**config.mk**
```make
export PLATFORM = sky130hd
export DESIGN_NAME = mdu_ctrl_flat
export DESIGN_NICKNAME = d
export VERILOG_FILES = /design/src/rtl/mdu_ctrl_if.sv /design/src/rtl/mdu_ctrl.sv /design/src/flat_wrapper.sv
export SDC_FILE = /design/constraint.sdc
export NUM_CORES = 2
export LEC_CHECK = 0
export CAP_MARGIN = 25
export CORE_MARGIN = 2
export CORE_UTILIZATION = 30
export CTS_CLUSTER_SIZE = 12
export DETAILED_ROUTE_END_ITERATION = 10
export HOLD_SLACK_MARGIN = 0.08
export PLACE_DENSITY_LB_ADDON = 0.05
export SYNTH_ARGS = -nofsm -noshare
export SYNTH_HDL_FRONTEND = slang
export SYNTH_SLANG_ARGS = --single-unit
```
**constraint.sdc**
```tcl
create_clock -name clk -period 12.11 [get_ports clk]
set_clock_uncertainty 0.15 [all_clocks]
set_input_delay 1.211 -clock clk [delete_from_list [all_inputs] [get_ports clk]]
set_output_delay 1.211 -clock clk [all_outputs]
set_load 0.05 [all_outputs]
```
**src/rtl/mdu_ctrl_if.sv**
```systemverilog
//------------------------------------------------------------------------------
// mdu_ctrl_if
// Handshake and operand/result bundle between the pipeline and the
// multiply/divide unit.
// Rev 1.0 - initial release
//------------------------------------------------------------------------------
`default_nettype none

interface mdu_ctrl_if;
    logic        start;
    logic [1:0]  op;
    logic [31:0] a;
    logic [31:0] b;
    logic        flush;
    logic        ready;
    logic        busy;
    logic        done;
    logic [31:0] hi;
    logic [31:0] lo;

    // Pipeline side: issues requests, observes status and results
    modport master (
        output start, op, a, b, flush,
        input  ready, busy, done, hi, lo
    );

    // Unit side
    modport slave (
        input  start, op, a, b, flush,
        output ready, busy, done, hi, lo
    );
endinterface

`default_nettype wire

```
**src/rtl/mdu_ctrl.sv**
```systemverilog
//------------------------------------------------------------------------------
// mdu_ctrl
// MIPS-style HI/LO multiply/divide unit controller. Multiply completes in two
// cycles after accept; divide runs a 32-iteration restoring divider on operand
// magnitudes followed by a sign-fixup cycle.
// Optional feature macro: MDU_DIV_EN (defined -> divider present; undefined ->
// DIV/DIVU complete immediately and leave HI/LO untouched).
// Rev 1.0 - initial release
//------------------------------------------------------------------------------
`default_nettype none

module mdu_ctrl (
    input  logic      clk,
    input  logic      resetn,
    mdu_ctrl_if.slave bus
);

    localparam logic [2:0] S_IDLE = 3'd0;
    localparam logic [2:0] S_MUL  = 3'd1;
`ifdef MDU_DIV_EN
    localparam logic [2:0] S_DIV  = 3'd2;
    localparam logic [2:0] S_FIN  = 3'd3;
`endif
    localparam logic [2:0] S_DONE = 3'd4;

    logic [2:0]  state_q, state_d;
    logic [31:0] a_q, a_d;
    logic [31:0] b_q, b_d;
    logic        sgn_q, sgn_d;       // 1 = signed operation (op[0]==0)
    logic [31:0] hi_q, hi_d;
    logic [31:0] lo_q, lo_d;

    logic        w_ready;
    logic        w_accept;
    logic [63:0] w_prod;

`ifdef MDU_DIV_EN
    logic [4:0]  cnt_q, cnt_d;
    logic [31:0] rem_q, rem_d;       // partial remainder
    logic [31:0] quo_q, quo_d;       // dividend magnitude shifting out, quotient shifting in
    logic [31:0] dvsr_q, dvsr_d;     // divisor magnitude
    logic        negq_q, negq_d;
    logic        negr_q, negr_d;

    logic [32:0] w_shift;
    logic        w_ge;
    logic [31:0] w_sub;
    logic [31:0] w_amag;
    logic [31:0] w_bmag;
    logic        w_sgn_in;

    // Operand magnitudes at accept time (signed ops only fold negative values)
    assign w_sgn_in = ~bus.op[0];
    assign w_amag   = (w_sgn_in & bus.a[31]) ? (~bus.a + 32'd1) : bus.a;
    assign w_bmag   = (w_sgn_in & bus.b[31]) ? (~bus.b + 32'd1) : bus.b;

    // One restoring step: shift next dividend bit in, subtract if it fits
    assign w_shift  = {rem_q, quo_q[31]};
    assign w_ge     = (w_shift >= {1'b0, dvsr_q});
    assign w_sub    = w_shift[31:0] - dvsr_q;
`endif

    assign w_ready  = (state_q == S_IDLE) || (state_q == S_DONE);
    assign w_accept = bus.start & w_ready & ~bus.flush;

    // Single 64x64 multiplier; sign extension selects MULT vs MULTU
    assign w_prod = {{32{sgn_q & a_q[31]}}, a_q} * {{32{sgn_q & b_q[31]}}, b_q};

    // Next-state and datapath update
    always_comb begin
        state_d = state_q;
        a_d     = a_q;
        b_d     = b_q;
        sgn_d   = sgn_q;
        hi_d    = hi_q;
        lo_d    = lo_q;
`ifdef MDU_DIV_EN
        cnt_d   = cnt_q;
        rem_d   = rem_q;
        quo_d   = quo_q;
        dvsr_d  = dvsr_q;
        negq_d  = negq_q;
        negr_d  = negr_q;
`endif

        case (state_q)
            S_MUL: begin
                hi_d    = w_prod[63:32];
                lo_d    = w_prod[31:0];
                state_d = S_DONE;
            end
`ifdef MDU_DIV_EN
            S_DIV: begin
                if (w_ge) begin
                    rem_d = w_sub;
                    quo_d = {quo_q[30:0], 1'b1};
                end else begin
                    rem_d = w_shift[31:0];
                    quo_d = {quo_q[30:0], 1'b0};
                end
                cnt_d = cnt_q + 5'd1;
                if (cnt_q == 5'd31) begin
                    state_d = S_FIN;
                end
            end
            S_FIN: begin
                // Zero divisor: all-ones quotient, dividend passed back as remainder
                if (dvsr_q == 32'd0) begin
                    lo_d = 32'hFFFF_FFFF;
                    hi_d = a_q;
                end else begin
                    lo_d = negq_q ? (~quo_q + 32'd1) : quo_q;
                    hi_d = negr_q ? (~rem_q + 32'd1) : rem_q;
                end
                state_d = S_DONE;
            end
`endif
            default: begin
                state_d = S_IDLE;
            end
        endcase

        if (w_accept) begin
            a_d   = bus.a;
            b_d   = bus.b;
            sgn_d = ~bus.op[0];
            if (bus.op[1]) begin
`ifdef MDU_DIV_EN
                state_d = S_DIV;
                cnt_d   = 5'd0;
                rem_d   = 32'd0;
                quo_d   = w_amag;
                dvsr_d  = w_bmag;
                negq_d  = w_sgn_in & (bus.a[31] ^ bus.b[31]);
                negr_d  = w_sgn_in & bus.a[31];
`else
                state_d = S_DONE;
`endif
            end else begin
                state_d = S_MUL;
            end
        end

        // Abort: return to idle and keep the previously committed HI/LO
        if (bus.flush) begin
            state_d = S_IDLE;
            hi_d    = hi_q;
            lo_d    = lo_q;
        end
    end

    // State and datapath registers, asynchronously cleared
    always_ff @(posedge clk or negedge resetn) begin
        if (!resetn) begin
            state_q <= S_IDLE;
            a_q     <= 32'd0;
            b_q     <= 32'd0;
            sgn_q   <= 1'b0;
            hi_q    <= 32'd0;
            lo_q    <= 32'd0;
`ifdef MDU_DIV_EN
            cnt_q   <= 5'd0;
            rem_q   <= 32'd0;
            quo_q   <= 32'd0;
            dvsr_q  <= 32'd0;
            negq_q  <= 1'b0;
            negr_q  <= 1'b0;
`endif
        end else begin
            state_q <= state_d;
            a_q     <= a_d;
            b_q     <= b_d;
            sgn_q   <= sgn_d;
            hi_q    <= hi_d;
            lo_q    <= lo_d;
`ifdef MDU_DIV_EN
            cnt_q   <= cnt_d;
            rem_q   <= rem_d;
            quo_q   <= quo_d;
            dvsr_q  <= dvsr_d;
            negq_q  <= negq_d;
            negr_q  <= negr_d;
`endif
        end
    end

    assign bus.ready = w_ready;
`ifdef MDU_DIV_EN
    assign bus.busy  = (state_q == S_MUL) || (state_q == S_DIV) || (state_q == S_FIN);
`else
    assign bus.busy  = (state_q == S_MUL);
`endif
    assign bus.done  = (state_q == S_DONE);
    assign bus.hi    = hi_q;
    assign bus.lo    = lo_q;

endmodule

`default_nettype wire

```
**src/flat_wrapper.sv**
```systemverilog
// flat-port wrapper written by rule: the top's interface ports become plain ports
module mdu_ctrl_flat 
  (clk, resetn, bus_start, bus_op, bus_a, bus_b, bus_flush, bus_ready, bus_busy, bus_done, bus_hi, bus_lo);
  mdu_ctrl_if bus_i ();
  input  logic clk;
  input  logic resetn;
  input wire logic [$bits(bus_i.start)-1:0] bus_start;
  input wire logic [$bits(bus_i.op)-1:0] bus_op;
  input wire logic [$bits(bus_i.a)-1:0] bus_a;
  input wire logic [$bits(bus_i.b)-1:0] bus_b;
  input wire logic [$bits(bus_i.flush)-1:0] bus_flush;
  output wire logic [$bits(bus_i.ready)-1:0] bus_ready;
  output wire logic [$bits(bus_i.busy)-1:0] bus_busy;
  output wire logic [$bits(bus_i.done)-1:0] bus_done;
  output wire logic [$bits(bus_i.hi)-1:0] bus_hi;
  output wire logic [$bits(bus_i.lo)-1:0] bus_lo;
  assign bus_i.start = bus_start;
  assign bus_i.op = bus_op;
  assign bus_i.a = bus_a;
  assign bus_i.b = bus_b;
  assign bus_i.flush = bus_flush;
  assign bus_ready = bus_i.ready;
  assign bus_busy = bus_i.busy;
  assign bus_done = bus_i.done;
  assign bus_hi = bus_i.hi;
  assign bus_lo = bus_i.lo;
  mdu_ctrl u_core (.clk(clk), .resetn(resetn), .bus(bus_i));
endmodule
```
==> impl_metrics.toml <==
[synthesis]
yosys.area.top_type = "fa_1"
ys_ff_latch = 131
synth_flop_cell = "dfrtp_1"
avgSynthCellArea_um2 = 9.41
syn_area_um2 = 42500
ys_seq_area_frac = 0.0772
synthCells = 4511
yosysWarnings = 0
ys_async_sr_fraction = 1.00
yosys-top-cells-area = "fa_1, inv_1, dfrtp_1, nand2_1, ha_1"
synth_edf_count = 0
synthesis.nets = 5918
synth_cell_types = 55
yosysTopAreaCellShare = 0.530

[route]
antenna_left = 0
wl_um = 145000
drt_iter0_markers = 1072
dr.pass1.iters = 5
vias = 29360
vias_per_cell = 4.59
drc = 0
avgRoutedWirePerCell_um = 22.7

[final_layout]
drive_gt1_frac = 0.0484
final_net_count = 5902
syn2layout_area_growth_pct = 9.64
n_fill_cell = 14878
diodes = 0
utilization = 0.330

[worst_setup_path]
crit_type = "reg2reg"
cp_data_arrival_time_ps = 10330
cp_slowest_cell = "fa_1"
cp_num_cells = 24
end_kind = "flop"
rr_worst_depth = 24
path_common_cell = "fa_1"
critPathBufInv = 5
critPathLaunchType = "flop"
critPathTopFamily = "adder cells"
worstPathMaxFanout = 22
worstPathCellList = "and2_1 > nand2_1 > inv_1 > fa_1 > fa_1 > fa_1 > inv_1 > fa_1 > fa_1 > inv_1 > fa_1 > inv_1 > fa_1 > fa_1 > inv_1 > ha_1 > and3_1 > o21ai_0 > a211oi_1 > nor2_1 > o41ai_2 > o21ai_1 > xnor2_1 > o21ai_1"
cp.required_ps = 12370
slowest_delay_ps = 1200

[timing]
fin_setup_tns_ps = 0
rsz0062_at_grt = "false"
setup_viol = 0
slew_violations = 0
period_share = 0.831
timing.final.hold_violations = 0
max_slew_margin = 0.303
worstMarginPinSlew_ps = 1050
min_period_ps = 10060
max_freq_mhz = 99.4

[floorplanning]
core.rowCount = 138
die_w_um = 380
initial_core_util = 0.301
design.portCount = 137
die_y_um = 380
coreArea_um2 = 141000
die_area_um2 = 145000

[clocking]
postCtsSetupRepairBufs = 0
cts.path.max_buffers = 2
numCtsBuffers = 17
cts.hold.buffers_added = 0
cts.sinks = 131
cts_max_level = 4
cts-root-buf = "clkbuf_16"
cts_tree = "yes"
clk_pin_slew_ps = 80
cts-resized-gates = 0
clk_latency_ps = 560

[placement]
dp_hpwl_um = 116000
gp_congestion = 0.803
portBuffers = 136

[job]
drv_cap = 0

[grt]
grt_overflow = 0
grt_pass1_vias = 33276
grt_pass1_wl_um = 219000
grt.total_usage = 0.208
antenna_found_initial = 9
grt_max_degree = 64

[min_path]
min_delay_path_depth = 2
hp-class = "reg2reg"

[run_status]
outcome = "finished, final reports clean"
-- worst min-delay path: cells and delay by family (launching register included) --
family / cells / cell delay, ps
DFF: 1 / 350
and+or+nand+nor: 2 / 100
-- cell families after synthesis --
group / synth area share
DFF: 0.0772
AOI/OAI and AO/OA: 0.0372
buffers and inverters: 0.120
adders and majority gates: 0.593
and+or+nand+nor: 0.139
muxes: 0.0173
xor gates and xnor gates: 0.0159
-- cell type report --
cell class	count	area, µm²	area share
inverter	1105	4150	0.0891
sequential	131	3300	0.0708
clock inverter	13	195	0.00419
multi-input combinational	3023	34100	0.732
tap	1890	2360	0.0508
timing repair buffer	217	2020	0.0434
clock buffer	19	433	0.00930
-- synth_stat cells, drive strengths merged, types with 2 or more instances --
library cell / n
a2111oi: 2
a211oi: 8
a21boi: 3
a21o: 33
a21oi: 62
a221o: 2
a221oi: 6
a311oi: 2
a31o: 2
a31oi: 11
a41oi: 3
and2: 357
and3: 24
buf: 3
clkbuf: 249
dfrtp: 131
fa: 1125
ha: 212
inv: 1105
mux2: 65
nand2: 800
nand3: 8
nand4: 11
nor2: 57
nor2b: 8
nor3: 10
nor4: 3
o2111ai: 2
o211ai: 2
o21a: 3
o21ai: 87
o21bai: 11
o31ai: 3
o41ai: 2
or2: 12
xnor2: 53
xor2: 24
-- per-stage QoR --
step	cells	hold WS (ps)	worst slack, ps	instance area (µm²)
floorplan	4511	398	4120	42500
global placement	6362	314	2090	45900
detailed placement	6366	312	2060	45900
CTS	6398	332	2030	46600
global route	6398	360	1470	46600
finish	6398	327	2050	46600
-- sequential cells by signal (all words and copies together), names as in the netlist --
signal and count:
u_core.bus.hi 32, u_core.bus.lo 32, u_core.state_q 2, u_core.a_q 32
u_core.b_q 32, u_core.sgn_q 1
-- cell usage in the layout (no fill, tap or decap), drive strengths merged, types with 10 or more instances in the layout --
master / n
fa: 1125
inv: 1111
nand2: 800
and2: 357
ha: 212
clkdlybuf4s50: 135
dfrtp: 131
o21ai: 87
buf: 82
mux2: 65
a21oi: 62
nor2: 57
xnor2: 53
a21o: 33
and3: 24
xor2: 24
clkbuf: 19
or2: 12
nand4: 11
a31oi: 11
o21bai: 11
nor3: 10
-- layer usage --
metal,global-route usage,share of wire,vias up
met2,0.398,0.56,435
met1,0.243,0.39,15891
li1,-,-,12875
met3,0.0173,0.022,159
met4,0.0664,0.031,0
met5,0,0,-
-- path summary, 6_finish.rpt --
| kind | from | end | slack [ps] |
|---|---|---|---|
| max | u_core.sgn_q | u_core.bus.hi[31] | 2050 |
| min | u_core.bus.lo[3] | u_core.bus.lo[3] | 330 |
| max reg2reg | u_core.sgn_q | u_core.bus.hi[31] | 2050 |
| min reg2reg | u_core.bus.lo[3] | u_core.bus.lo[3] | 330 |
| max in group asynchronous | resetn | u_core.b_q[26] | 10020 |
| min in group asynchronous | resetn | u_core.bus.lo[15] | 470 |
Power is left out: the tool's default activity adds up to more than one toggle a clock period on the data nets, which glitch-free logic cannot reach.
